<file path="src/rtl/lfsr_seed_sequencer.sv">
// Control stage for one weight/input LFSR bank: loads one seed per LFSR
// register over a valid/ready stream, then clocks the bank for a programmed length.
module lfsr_seed_sequencer #(
  parameter int N_L     = 32,
  parameter int N_L_REG = 3,
  parameter int CNT_W   = 16
) (
  input  logic               CLK,
  input  logic               RESET_N,
  input  logic               load_req,
  input  logic               seed_valid,
  input  logic [N_L-1:0]     seed_data,
  output logic               seed_ready,
  input  logic               start,
  input  logic [CNT_W-1:0]   stream_len,
  input  logic               option_in,
  input  logic               abort,
  output logic               lfsr_load,
  output logic [N_L_REG-1:0] lfsr_sel,
  output logic [N_L-1:0]     LFSR_REG_INIT,
  output logic               lfsr_en,
  output logic               lfsr_option_sel,
  output logic               busy,
  output logic               done,
  output logic               seeded
);

  localparam int IDX_W = (N_L_REG > 1) ? $clog2(N_L_REG) : 1;

  localparam logic [IDX_W-1:0]   IDX_ZERO = {IDX_W{1'b0}};
  localparam logic [IDX_W-1:0]   IDX_ONE  = IDX_W'(1'b1);
  localparam logic [IDX_W-1:0]   IDX_LAST = IDX_W'(N_L_REG - 1);
  localparam logic [CNT_W-1:0]   CNT_ZERO = {CNT_W{1'b0}};
  localparam logic [CNT_W-1:0]   CNT_ONE  = CNT_W'(1'b1);
  localparam logic [N_L_REG-1:0] SEL_ZERO = {N_L_REG{1'b0}};
  localparam logic [N_L_REG-1:0] SEL_ONE  = N_L_REG'(1'b1);
  localparam logic [N_L-1:0]     SEED_ZERO = {N_L{1'b0}};

  typedef enum logic [1:0] {
    S_IDLE = 2'd0,
    S_LOAD = 2'd1,
    S_RUN  = 2'd2,
    S_DONE = 2'd3
  } state_t;

  state_t             state_r;
  logic [IDX_W-1:0]   idx_r;
  logic [CNT_W-1:0]   cnt_r;
  logic               load_r;
  logic [N_L_REG-1:0] sel_r;
  logic [N_L-1:0]     init_r;
  logic               en_r;
  logic               opt_r;
  logic               busy_r;
  logic               done_r;
  logic               seeded_r;
  logic               seed_ready_s;

  // Seed acceptance: only while loading, and never in a cycle that aborts.
  always_comb begin
    seed_ready_s = 1'b0;
    if ((state_r == S_LOAD) && !abort) begin
      seed_ready_s = 1'b1;
    end else begin
      seed_ready_s = 1'b0;
    end
  end

  // Sequencer state machine with all bank-facing outputs registered.
  always_ff @(posedge CLK or negedge RESET_N) begin
    if (!RESET_N) begin
      state_r  <= S_IDLE;
      idx_r    <= IDX_ZERO;
      cnt_r    <= CNT_ZERO;
      load_r   <= 1'b0;
      sel_r    <= SEL_ZERO;
      init_r   <= SEED_ZERO;
      en_r     <= 1'b0;
      opt_r    <= 1'b0;
      busy_r   <= 1'b0;
      done_r   <= 1'b0;
      seeded_r <= 1'b0;
    end else begin
      // Strobes default low; each state raises only what it owns.
      load_r <= 1'b0;
      sel_r  <= SEL_ZERO;
      en_r   <= 1'b0;
      done_r <= 1'b0;
      if (abort) begin
        state_r <= S_IDLE;
        idx_r   <= IDX_ZERO;
        cnt_r   <= CNT_ZERO;
        busy_r  <= 1'b0;
      end else begin
        case (state_r)
          S_IDLE: begin
            if (load_req) begin
              state_r  <= S_LOAD;
              idx_r    <= IDX_ZERO;
              seeded_r <= 1'b0;
              busy_r   <= 1'b1;
            end else if (start) begin
              opt_r  <= option_in;
              cnt_r  <= stream_len;
              busy_r <= 1'b1;
              if (stream_len == CNT_ZERO) begin
                state_r <= S_DONE;
                done_r  <= 1'b1;
              end else begin
                state_r <= S_RUN;
                en_r    <= 1'b1;
              end
            end else begin
              state_r <= S_IDLE;
              busy_r  <= 1'b0;
            end
          end
          S_LOAD: begin
            if (seed_valid) begin
              load_r <= 1'b1;
              sel_r  <= SEL_ONE << idx_r;
              init_r <= seed_data;
              if (idx_r == IDX_LAST) begin
                state_r  <= S_IDLE;
                idx_r    <= IDX_ZERO;
                seeded_r <= 1'b1;
                busy_r   <= 1'b0;
              end else begin
                idx_r <= idx_r + IDX_ONE;
              end
            end else begin
              state_r <= S_LOAD;
            end
          end
          S_RUN: begin
            // cnt_r counts the enabled cycles still owed, including this one.
            if (cnt_r <= CNT_ONE) begin
              state_r <= S_DONE;
              cnt_r   <= CNT_ZERO;
              done_r  <= 1'b1;
            end else begin
              cnt_r <= cnt_r - CNT_ONE;
              en_r  <= 1'b1;
            end
          end
          S_DONE: begin
            state_r <= S_IDLE;
            busy_r  <= 1'b0;
          end
          default: begin
            state_r <= S_IDLE;
            idx_r   <= IDX_ZERO;
            cnt_r   <= CNT_ZERO;
            busy_r  <= 1'b0;
          end
        endcase
      end
    end
  end

  assign seed_ready      = seed_ready_s;
  assign lfsr_load       = load_r;
  assign lfsr_sel        = sel_r;
  assign LFSR_REG_INIT   = init_r;
  assign lfsr_en         = en_r;
  assign lfsr_option_sel = opt_r;
  assign busy            = busy_r;
  assign done            = done_r;
  assign seeded          = seeded_r;

endmodule

</file>
<file path="config.mk">
export PLATFORM = sky130hd
export DESIGN_NAME = lfsr_seed_sequencer
export DESIGN_NICKNAME = d
export VERILOG_FILES = /design/src/rtl/lfsr_seed_sequencer.sv
export SDC_FILE = /design/constraint.sdc
export NUM_CORES = 1
export LEC_CHECK = 0
export ABC_AREA = 0
export CAP_MARGIN = 10
export CORE_ASPECT_RATIO = 2
export CORE_MARGIN = 5
export CORE_UTILIZATION = 38
export CTS_CLUSTER_DIAMETER = 40
export DETAILED_ROUTE_END_ITERATION = 8
export PLACE_DENSITY_LB_ADDON = 0.12
export SLEW_MARGIN = 20
export SYNTH_ARGS = -nofsm -noshare
export SYNTH_HDL_FRONTEND = slang
export SYNTH_SLANG_ARGS = --single-unit
</file>
<file path="constraint.sdc">
create_clock -name CLK -period 2.3 [get_ports CLK]
set_input_delay 0.23 -clock CLK [delete_from_list [all_inputs] [get_ports CLK]]
set_output_delay 0.23 -clock CLK [all_outputs]
set_load 0.01 [all_outputs]
</file>
# Word-level counts from Yosys, hierarchy flattened
# Index checks and enable logic that the tools add are counted.
# word_totals
regBits	61
output_inout_bits	42
# classes
n_addsub	2
shifts	1
muxes	47
eq_ne	14
reduce_logical	15
n_bitwise	2
n_lt_le_gt_ge	1
# op_table
op	n
16-bit two-way mux	4
16-bit case mux with 2 select lines	1
1-bit two-way mux	23
2-bit two-way mux	10
16-bit by 1-bit <= comparator with 1-bit output, second input constant	1
16-bit zero test	1
16-bit by 1-bit subtractor with 16-bit output, second input constant	1
3-bit != test, second input constant	5
3-bit AND reduction	4
3-bit two-way mux	3
2-bit case mux with 4 select lines	1
2-bit == test, second input constant	3
1-bit case mux with 2 select lines	3
3-bit nonzero test	2
5-bit AND reduction	1
2-bit != test, second input constant	2
4-bit by 3-bit != test with 1-bit output, second input constant	1
2-bit case mux with 2 select lines	1
4-bit AND reduction	1
4-bit nonzero test	1
3-bit by 2-bit != test with 1-bit output, second input constant	1
1-bit case mux with 3 select lines	1
1-bit by 2-bit left shift with 3-bit output, first input constant	1
2-bit by 1-bit adder with 2-bit output, second input constant	1
8 further kinds	9

# Depth between registers and ports, before layout
# logic_depth
depth_word	6
depth_mapped	9
depth_no_buf	7

# Worst setup path before layout
# No wires, ideal clock.
# synth_timing
path_type	register to register
startpoint	register state_r[1]
endpoint	register init_r[27] (netlist: LFSR_REG_INIT[27])
setup_slack_ps	299
arrival_time_ps	1873
stages_incl_launch_ff	8
path_buffers	2
path_cell_list	dfrtp_1 > inv_1 > ha_1 > clkbuf_1 > nor2b_1 > nand2_1 > buf_2 > mux2_1
# synth_via
elab_chain_len	2
# synth_lines
element	line_no	source
from (decl)	46	state_t state_r;
from (signal assigned)	72	state_r <= S_IDLE;
from (signal assigned)	90	state_r <= S_IDLE;
from (signal assigned)	98	state_r <= S_LOAD;
2-bit by 1-bit == test with 1-bit output	95	case (state_r)
3-bit AND reduction (no line)	--	
to (signal assigned)	122	init_r <= seed_data;
to (decl)	51	logic [N_L-1:0] init_r;
# Every way passes these cells.
# A chain may end at the register's enable or synchronous reset.

# Worst setup path in the final report
# layout_timing
startpoint	register state_r[1]
endpoint	output port seed_ready
# layout_via
elab_chain_len	3
# layout_lines
element	line_no	source
2-bit by 1-bit == test with 1-bit output	62	if ((state_r == S_LOAD) && !abort) begin
1-bit logical AND	62	
1-bit two-way mux	62	
to (decl)	13	output logic seed_ready,
# Every way passes these cells.

==> reports/qor.csv <==
metric,value,unit
Num CTS Buffers,9,
Crit path required time,2.07,ns
clock share of power,0.280,
via density per instance,5.30,
endpoints failing setup,0,
Crit Path Max Fanout,8,
Total GRT Usage,0.164,
switch share,0.293,
Synth Net Count,314,
# rows,45,
Comb power frac,0.377,
Core Area,7490,um2
initial antenna violation count,0,
I/O Pins,97,
RSZ-0062 raised after global routing,false,
H-tree depth,3,
final weighted congestion in routability-driven placement,0.880,
DRT Wirelength,7630,um
Max Buffers Root-to-Sink,2,
first-pass GRT wire length,12300,um
number of global-route vias before repair,2537,
MaxCap Viol Count,0,
Gate Count Post-Synth,253,
clock tree root driver cell,clkbuf_16,
Synth cell types,44,
PwrDens,1090,nW/um2
hpwl dp,5610,um
Psw,1.39,mW
CTS tree,built,
Max Fclk,0.459,GHz
global route hottest layer,met2,
die area,9540,um2
Multi-input gate area,1270,um2
setup_tns,0,ns
critical path arrival,1.95,ns
port buffer count,96,
sequential fraction of the synthesis area,0.529,
via count,2444,
antenna cells,0,
Avg WL per Cell,16.5,um
"FF+latch count, synth",61,
Worst Setup Path Type,reg -> out,
Die X,71.6,um
Final nets,424,
Worst Reg-to-Reg Cells,8,
storage element area,1530,um2
r2r startpoint,state_r[1],
Hold Fails Final Rpt,0,
Reg-to-Reg End,cnt_r[5],
clock network latency to the later pin of the worst-skew pair,0.32,ns
syn avg cell area,11.4,um2
DRT Pass-1 Iters,4,
CP startpoint kind,flip-flop,
fillers,658,
fin crit share,0.948,
Util after Layout,0.580,
met1 Use GR,0.212,
grt total ovfl,0,
Routed Antenna Nets,0,
Final Max Tran Viols,0,
Max transition margin,0.565,
Die Y,133,um
clock sink count,61,
Mapped Area,2890,um2
critical path capture point type,primary output,
maximum vdd ir drop,0.700,mV
Worst-path clk slew,0.05,ns
area grow syn2layout,50.5,%
met2 global-route usage,0.259,
DRC viols,0,
GR Util met3,0.0491,
largest net degree at the start of global routing,37,
DRT iter0 DRCs,109,
skew final,0.00566,ns
initial core utilization,0.385,
postcts setup bufs,0,
Tmin final,2.18,ns
Leak,1.86,nW
ratio of cells with drive above 1 in the final layout,0.180,
sequential share of power,0.343,
Int Power,3.35,mW
status,completed,
Worst-Margin Slew,0.651,ns
Ys Warns,0,
R2R Setup Slk,0.18,ns
Worst Hold Class,in -> async,
==> registers in the layout (all words and copies together), names as in the netlist <==
name and flops:
LFSR_REG_INIT 32, busy 1, cnt_r 16, done 1, idx_r 2, lfsr_en 1
lfsr_load 1, lfsr_option_sel 1, lfsr_sel 3, seeded 1, state_r 2
==> layer usage <==
metal  up-vias  wire length [um]
met5         -                 0
met4         0                91
met3         9               462
met2        92              3780
met1      1174              3290
li1       1169                 -
==> how the worst max path moves through the flow <==
stage / from / end / cells past startpoint
after floorplan: state_r[1] / LFSR_REG_INIT[27] / 7
after global placement: load_req / cnt_r[14] / 6
after detailed placement: load_req / cnt_r[14] / 6
after CTS: state_r[1] / cnt_r[14] / 7
after global routing: state_r[1] / cnt_r[5] / 8
final: state_r[1] / seed_ready / 4
==> what timing repair did <==
action / CTS / global route
hold buffers: 1 / 0
hold endpoints to repair: 18 / 0
resized for setup: 0 / 2
endpoints found under the setup margin: 0 / 12
==> metrics by stage <==
step | instance area, um2 | power (mW) | instances | worst slack [ns] | hold slack, ns
after global routing | 4340 | 5.00 | 461 | 0.00859 | 0.460
after floorplan | 2890 | 2.44 | 253 | 0.299 | -0.0656
after CTS | 4340 | 4.79 | 461 | 0.0220 | 0.426
after detailed placement | 4030 | 3.43 | 445 | 0.0190 | 0.230
after global placement | 4030 | 3.38 | 445 | 0.0383 | 0.213
final | 4340 | 4.73 | 461 | 0.119 | 0.410
==> synthesized netlist by cell type <==
library cell / number / area (um2)
o211ai_1: 2 / 15.0
o22ai_1: 1 / 6.26
dfrtp_1: 61 / 1530
nand4_1: 2 / 12.5
and3_1: 3 / 18.8
o31ai_1: 4 / 30.0
nor3_1: 8 / 40.0
a32oi_1: 1 / 8.76
a211oi_1: 2 / 15.0
buf_6: 1 / 11.3
xnor2_1: 5 / 43.8
o21a_1: 1 / 7.51
nand3b_1: 1 / 7.51
nor3b_1: 3 / 22.5
o21ai_2: 1 / 8.76
mux2i_1: 1 / 10.0
mux2_1: 1 / 11.3
a21oi_1: 7 / 35.0
inv_1: 8 / 30.0
a32o_1: 2 / 20.0
a221oi_1: 3 / 26.3
a221o_2: 1 / 11.3
nand3_1: 7 / 35.0
o32a_1: 2 / 20.0
clkbuf_2: 1 / 5.00
nand2_1: 9 / 33.8
mux2_2: 32 / 360
buf_2: 6 / 30.0
clkbuf_1: 4 / 15.0
a21boi_0: 2 / 15.0
a21o_1: 1 / 7.51
o21ai_1: 1 / 5.00
ha_1: 6 / 75.1
o311a_1: 1 / 10.0
o41ai_1: 1 / 8.76
nor2_1: 14 / 52.6
a22oi_1: 10 / 75.1
or4_1: 3 / 22.5
o311ai_0: 1 / 8.76
o21ai_0: 15 / 75.1
nor2b_1: 5 / 31.3
nor4_1: 9 / 56.3
a31oi_1: 1 / 6.26
nand2b_1: 3 / 18.8
==> critical path, cell delays in order, from the launching register on <==
cell and delay [ns]:
dfrtp_1 0.41, inv_1 0.10, ha_1 0.30, nor2b_2 0.26, clkdlybuf4s50_1 0.57
==> power by group through the flow <==
| stage | clock (mW) | combinational, mW | sequential [mW] |
|---|---|---|---|
| floorplan | 0 | 0.689 | 1.75 |
| global placement | 0 | 1.77 | 1.61 |
| detailed placement | 0 | 1.79 | 1.64 |
| CTS | 1.36 | 1.80 | 1.62 |
| global route | 1.41 | 1.92 | 1.67 |
| finish | 1.33 | 1.79 | 1.62 |
==> kinds of logic (layout without fill, tap and decap cells) <==
logic type / after synthesis / in the layout / synth area share
multiplexers: 34 / 34 / 0.132
flip-flops: 61 / 61 / 0.529
adder cells (fa/ha/maj): 6 / 6 / 0.0260
XOR/XNOR: 5 / 5 / 0.0152
AO/OA/AOI/OAI: 60 / 60 / 0.144
AND/OR/NAND/NOR: 67 / 67 / 0.122
buffers and inverters: 20 / 134 / 0.0317
==> area by class of cell <==
type | instances | area share
clock inverter | 4 | 0.0109
clock buffer | 11 | 0.0582
multi-input combinational | 172 | 0.293
sequential | 61 | 0.351
tap | 94 | 0.0271
inverter | 8 | 0.00691
timing repair buffer | 111 | 0.252
==> cells in the final DEF, fill, tap and decap left out, drive strengths merged, types with 4 or more instances in the layout <==
| cell | count |
|---|---|
| nand3 | 7 |
| o31ai | 4 |
| dfrtp | 61 |
| mux2 | 33 |
| xnor2 | 5 |
| nor2b | 5 |
| a21oi | 7 |
| nand2 | 9 |
| nor4 | 9 |
| ha | 6 |
| a22oi | 10 |
| inv | 8 |
| o21ai | 17 |
| buf | 15 |
| clkdlybuf4s50 | 95 |
| nor3 | 8 |
| nor2 | 14 |
| clkbuf | 11 |
Note: power is estimated with default switching activity, not from simulation.
